**src/rtl/bht_predictor_pkg.sv**
```systemverilog
// Shared definitions for the branch history table predictor.
//
// Contents:
//   DEF_*            default parameter values used by the predictor modules
//   OPC_JAL          RV32 JAL opcode (unconditional, always predicted taken)
//   OPC_BRANCH       RV32 B-type opcode (conditional, predicted by counter MSB)
//   weak_not_taken() reset value of a CNT_W-bit saturating counter

package bht_predictor_pkg;

  localparam int DEF_ADDR_W = 32;
  localparam int DEF_IDX_W  = 8;
  localparam int DEF_CNT_W  = 2;
  localparam int DEF_MODE   = 0;   // 0 = bimodal, 1 = gshare

  localparam logic [6:0] OPC_JAL    = 7'b1101111;
  localparam logic [6:0] OPC_BRANCH = 7'b1100011;

  // Largest value whose MSB is still 0: the counter leans not-taken but a
  // single taken outcome flips the prediction.
  function automatic int weak_not_taken(input int cnt_w);
    return (1 << (cnt_w - 1)) - 1;
  endfunction

  // Reset value for the default counter width (01 for CNT_W = 2).
  localparam int DEF_WEAK_NOT_TAKEN = weak_not_taken(DEF_CNT_W);

endpackage

```
**src/rtl/bht_predictor_imm_decode.sv**
```systemverilog
// Instruction field extraction for the predictor.
//
// Ports:
//   ins     in   32      RV32 instruction word
//   opcode  out  7       ins[6:0]
//   b_imm   out  ADDR_W  sign-extended B-type branch offset
//   j_imm   out  ADDR_W  sign-extended J-type (JAL) offset

module imm_decode
  import bht_predictor_pkg::*;
#(
  parameter int ADDR_W = DEF_ADDR_W
) (
  input  logic [31:0]       ins,
  output logic [6:0]        opcode,
  output logic [ADDR_W-1:0] b_imm,
  output logic [ADDR_W-1:0] j_imm
);

  logic [12:0] b_raw;
  logic [20:0] j_raw;

  // RISC-V scrambles the offset bits; bit 0 is implicitly zero.
  assign b_raw  = {ins[31], ins[7], ins[30:25], ins[11:8], 1'b0};
  assign j_raw  = {ins[31], ins[19:12], ins[20], ins[30:21], 1'b0};

  assign opcode = ins[6:0];
  assign b_imm  = {{(ADDR_W-13){b_raw[12]}}, b_raw};
  assign j_imm  = {{(ADDR_W-21){j_raw[20]}}, j_raw};

endmodule

```
**src/rtl/bht_predictor.sv**
```systemverilog
// Branch history table next-PC predictor (bimodal or gshare indexing).
//
// Ports:
//   clk              in   1       clock, all state updates on rising edge
//   rst              in   1       asynchronous active-high reset
//   rdy              in   1       global ready; low freezes table and history
//   pc_cur           in   ADDR_W  PC being fetched
//   ins_cur          in   ADDR_W  instruction word at pc_cur
//   pc_pred_enable   out  1       prediction valid (low only during reset)
//   pc_pred          out  ADDR_W  predicted next PC (combinational)
//   enable_from_rob  in   1       train one resolved conditional branch
//   if_jump          in   1       resolved direction, 1 = taken
//   pc_finish        in   ADDR_W  PC of the branch being trained
//
// The prediction reads the registered counter, so a training update to the
// same entry in the same cycle is only visible from the next cycle on.

module bht_predictor
  import bht_predictor_pkg::*;
#(
  parameter int ADDR_W = DEF_ADDR_W,
  parameter int IDX_W  = DEF_IDX_W,
  parameter int CNT_W  = DEF_CNT_W,    // legal range 2..4
  parameter int MODE   = DEF_MODE      // 0 = bimodal, 1 = gshare
) (
  input  logic              clk,
  input  logic              rst,
  input  logic              rdy,
  input  logic [ADDR_W-1:0] pc_cur,
  input  logic [ADDR_W-1:0] ins_cur,
  output logic              pc_pred_enable,
  output logic [ADDR_W-1:0] pc_pred,
  input  logic              enable_from_rob,
  input  logic              if_jump,
  input  logic [ADDR_W-1:0] pc_finish
);

  localparam int               ENTRIES  = 1 << IDX_W;
  localparam logic [CNT_W-1:0] CNT_INIT = CNT_W'(weak_not_taken(CNT_W));
  localparam logic [CNT_W-1:0] CNT_MAX  = '1;

  logic [CNT_W-1:0]  cnt_q [ENTRIES];
  logic [IDX_W-1:0]  ghr;
  logic [IDX_W-1:0]  pred_idx;
  logic [IDX_W-1:0]  train_idx;
  logic              train_en;
  logic [CNT_W-1:0]  train_cnt;
  logic [6:0]        opcode;
  logic [ADDR_W-1:0] b_imm;
  logic [ADDR_W-1:0] j_imm;
  logic [ADDR_W-1:0] pc_seq;
  logic              unused_pc_finish;

  imm_decode #(
    .ADDR_W (ADDR_W)
  ) u_imm_decode (
    .ins    (ins_cur[31:0]),
    .opcode (opcode),
    .b_imm  (b_imm),
    .j_imm  (j_imm)
  );

  // Only the word-index bits of the trained PC select an entry.
  assign unused_pc_finish = ^pc_finish;

  // ghr is all-zero in bimodal mode, so both modes share one index formula.
  assign pred_idx  = pc_cur[IDX_W+1:2] ^ ghr;
  assign train_idx = pc_finish[IDX_W+1:2] ^ ghr;
  assign train_en  = rdy & enable_from_rob;
  assign train_cnt = cnt_q[train_idx];

  generate
    if (MODE == 1) begin : g_ghr
      always_ff @(posedge clk or posedge rst) begin
        if (rst) begin
          ghr <= '0;
        end else if (train_en) begin
          ghr <= {ghr[IDX_W-2:0], if_jump};
        end
      end
    end else begin : g_no_ghr
      assign ghr = '0;
    end
  endgenerate

  // NOTE: sequential state uses non-blocking assignments so every flop
  // samples the pre-edge values (train_idx uses the ghr before its shift).
  always_ff @(posedge clk or posedge rst) begin
    if (rst) begin
      // NOTE: the counter array is plain flops, so it is reset like any other
      // register; a defined weakly-not-taken start is part of the behaviour.
      for (int i = 0; i < ENTRIES; i++) begin
        cnt_q[i] <= CNT_INIT;
      end
    end else if (train_en) begin
      if (if_jump) begin
        if (train_cnt != CNT_MAX) cnt_q[train_idx] <= train_cnt + CNT_W'(1);
      end else begin
        if (train_cnt != '0) cnt_q[train_idx] <= train_cnt - CNT_W'(1);
      end
    end
  end

  assign pc_seq         = pc_cur + ADDR_W'(4);
  assign pc_pred_enable = ~rst;

  // NOTE: pc_pred gets its fall-through value first so every path through
  // the block assigns it and no latch is inferred.
  always_comb begin
    pc_pred = pc_seq;
    if (!rst) begin
      if (opcode == OPC_JAL) begin
        pc_pred = pc_cur + j_imm;
      end else if (opcode == OPC_BRANCH && cnt_q[pred_idx][CNT_W-1]) begin
        pc_pred = pc_cur + b_imm;
      end
    end
  end

endmodule
```
**config.mk**
```make
export PLATFORM = sky130hd
export DESIGN_NAME = bht_predictor
export DESIGN_NICKNAME = d
export VERILOG_FILES = /design/src/rtl/bht_predictor_pkg.sv /design/src/rtl/bht_predictor_imm_decode.sv /design/src/rtl/bht_predictor.sv
export SDC_FILE = /design/constraint.sdc
export NUM_CORES = 2
export LEC_CHECK = 0
export CORE_AREA = 2 2 225 227
export CTS_CLUSTER_DIAMETER = 50
export DETAILED_ROUTE_END_ITERATION = 12
export DIE_AREA = 0 0 227 229
export PLACE_DENSITY = 0.88
export SYNTH_ARGS = -nofsm -noshare
export SYNTH_HDL_FRONTEND = slang
export SYNTH_SLANG_ARGS = --single-unit
```
**constraint.sdc**
```tcl
create_clock -name clk -period 22.4 [get_ports clk]
set_input_delay 2.24 -clock clk [delete_from_list [all_inputs] [get_ports clk]]
set_output_delay 2.24 -clock clk [all_outputs]
set_load 0.005 [all_outputs]
```
==> results.py <==
metrics = {
    "cts": {
        "postCtsSetupBuffers": 0,
        "clockBufferDepth": 3,
        "cts_sinks": 512,
        "numCtsBuffers": 49,
        "htree_levels": 2,
        "clock_latency_ns": 0.60,
        "cts-resized-gates": 0,
        "cts_tree": "yes",
        "ctsHoldBuffers": 0,
        "cts-root-buf": "clkbuf_16",
        "cts.clk_slew.worst_paths_ns": 0.06,
    },
    "worst_setup_path": {
        "end_kind": "output pin",
        "r2r_setup_slack_ns": 15.89,
        "cp_data_required_time_ns": 20.16,
        "startpoint_type": "input pin",
        "critPathKind": "input pin to output pin",
        "crit_path_max_fanout": 21,
        "r2r_end": "cnt_q[105]",
        "worst_ep_arrival_time_ns": 8.32,
        "crit_start": "pc_cur[5]",
        "reg2reg_depth": 15,
    },
    "drt": {
        "routedWlPerCell_um": 25.4,
        "drt_iter0_markers": 3097,
        "routed_wl_um": 91700,
        "via_per_inst": 6.85,
        "vias": 24754,
        "drc_errors": 0,
        "ant_nets": 0,
        "dr.pass1.iters": 8,
    },
    "sta": {
        "fin_skew_ns": 0.0241,
        "post-route-period-util_pct": 47.1,
        "worst_slew_pin_slew_ns": 1.37,
        "setup_violations": 0,
        "finalMaxSlewViolations": 0,
        "setup-tns-final_ns": 0,
        "period_needed_ns": 10.56,
        "relSlewSlack_pct": 8.60,
        "rsz0062_at_grt": "no",
        "holdWs_ns": 0.477,
        "timing.fmax_ghz": 0.0947,
        "hold_viol": 0,
    },
    "layout": {
        "multiInputGateArea_sq_um": 15300,
        "syn_to_final_growth_pct": 10.6,
        "num-fill-cells": 3597,
        "register_area_sq_um": 13100,
        "drive_gt1_share_pct": 23.0,
        "finalNonFillerCells": 3613,
        "nets": 3052,
    },
    "pwr": {
        "power.internal_mw": 1.56,
        "cellPowerDensity_nw_per_um2": 65.4,
        "leakage_nw": 12.5,
        "p_sw_uw": 562,
        "vdd_drop_max_uv": 75.7,
        "power.total_mw": 2.12,
        "comb_power_share_pct": 14.0,
        "clkPwrFrac_pct": 39.7,
        "p_sw_share_pct": 26.5,
        "pwr-share-seq_pct": 46.3,
    },
    "synthesis": {
        "ys_seq_elements": 512,
        "yosysMostFrequentCell": "nand2_1",
        "synth_area_leaders": "dfstp_2, dfrtp_1, mux4_2",
        "yosys-top-cells-count": "nand2_1, o21ai_0, dfrtp_1, dfstp_2, mux4_2",
        "muxShareOfSynthArea_pct": 19.6,
        "synth_top_family_by_area": "multiplexers",
        "yosys.area.top_type_share_pct": 22.9,
        "synth_flop_cell": "dfstp_2",
        "yosys_warnings": 0,
        "synth-compound-area-share_pct": 14.1,
        "synthArstFlopShare_pct": 100,
        "synth_nets": 3028,
        "synth_edf_count": 0,
        "yosys.area_share.adder_pct": 2.10,
        "netlist_area_sq_um": 29300,
        "synth_cell_type_count": 69,
        "yosysSeqAreaShare_pct": 44.8,
        "synth_area_per_cell_sq_um": 10.2,
        "yosys.area.top_type": "dfstp_2",
        "netlist_instances": 2879,
        "synth-simple-area-share_pct": 14.2,
        "synth_xor_area_share_pct": 1.97,
    },
    "floorplan": {
        "die-area_sq_um": 52000,
        "die_x_um": 227,
        "start_util_pct": 59.0,
        "ios": 134,
        "row_count": 82,
        "die_y_um": 229,
        "design.core.area_sq_um": 49700,
    },
    "grt": {
        "grt_usage_pct": 35.6,
        "antenna_found_initial": 2,
        "grt_max_degree": 186,
        "grt_pass1_vias": 25507,
        "grt.overflow.total": 0,
        "grt_pass1_wl_um": 142000,
    },
    "run": {
        "maxCapViolCount": 0,
    },
    "min_path": {
        "worst_hold_path_type": "flip-flop to flip-flop",
        "min_path_cells": 2,
    },
    "placement": {
        "gpl.final_weighted_congestion": 0.957,
        "dp_hpwl_um": 58600,
        "place_inst": 3524,
        "port-buffer-count": 107,
    },
    "run_status": {
        "status": "finished clean",
    },
}
## logic make-up after synthesis
logic type / Yosys count
compound gates: 728
mux: 298
buf+inv: 207
flops: 512
xor+xnor: 66
fa+ha+maj: 48
simple gates: 1020
## critical path, stage by stage
cell and delay (ns):
clkdlybuf4s50_1 0.46, buf_4 0.37, and2_1 0.89, a221oi_1 0.36, mux4_2 0.59, a2111oi_2 0.75
a22oi_1 0.35, nor2_1 0.85, buf_4 0.37, a211oi_1 0.10, o22ai_1 0.36, clkdlybuf4s50_1 0.60
## metal layers
layer,wire length [um],vias to the layer above,GRT usage (%)
li1,-,10441,-
met1,31600,12021,44.4
met2,41400,1741,55.2
met3,11300,549,9.28
met4,7300,2,23.2
met5,8,-,0
## worst max path at each step
stage	endpoint	slack (ns)	cells after the start
finish	pc_pred[9]	11.84	12
global route	pc_pred[9]	11.78	12
CTS	pc_pred[9]	12.11	12
detailed placement	pc_pred[9]	12.14	12
global placement	pc_pred[9]	12.23	13
floorplan	pc_pred[20]	4.57	5
## area by class of cell
class | count | share of cell area [%]
sequential | 512 | 40.5
timing repair buffer | 152 | 4.36
antenna | 2 | 0.0154
clock inverter | 12 | 0.513
multi-input combinational | 2160 | 47.2
tap | 672 | 2.59
inverter | 28 | 0.363
clock buffer | 75 | 4.42
## per-stage QoR
stage          util, %  instance area, sq um  worst slack (ns)
4_1_cts           65.3                 32400             12.11
5_1_grt           65.3                 32400             11.78
2_1_floorplan        -                 29300              4.57
6_report          65.3                 32400             11.84
3_5_place_dp      62.1                 30800             12.14
3_3_place_gp      62.1                 30800             12.23
## power by group through the flow
| stage | registers (mW) | clock network (mW) | logic (mW) |
|---|---|---|---|
| CTS | 0.983 | 0.840 | 0.289 |
| global placement | 0.994 | 0 | 0.279 |
| detailed placement | 0.997 | 0 | 0.287 |
| finish | 0.983 | 0.842 | 0.296 |
| floorplan | 0.990 | 0 | 0.194 |
| global route | 0.986 | 0.875 | 0.316 |
## layout by cell type (no fill, tap or decap), types with 17 or more instances in the layout
master | synthesis | layout
inv_1 | 25 | 24
xor2_1 | 27 | 26
nand2_1 | 694 | 694
o21ai_0 | 469 | 469
mux2i_1 | 35 | 35
nor2_1 | 164 | 158
clkbuf_16 | 0 | 49
a21oi_1 | 104 | 103
nand3_1 | 36 | 36
a22oi_1 | 19 | 19
mux2_2 | 47 | 47
xnor2_1 | 39 | 38
dfrtp_1 | 256 | 256
mux4_2 | 216 | 216
nand4_1 | 17 | 17
dfstp_2 | 256 | 256
nor3_1 | 31 | 26
clkdlybuf4s50_1 | 0 | 101
ha_1 | 46 | 46
nor2b_1 | 17 | 17
buf_4 | 14 | 46
Power figures use the tool's default switching activity.
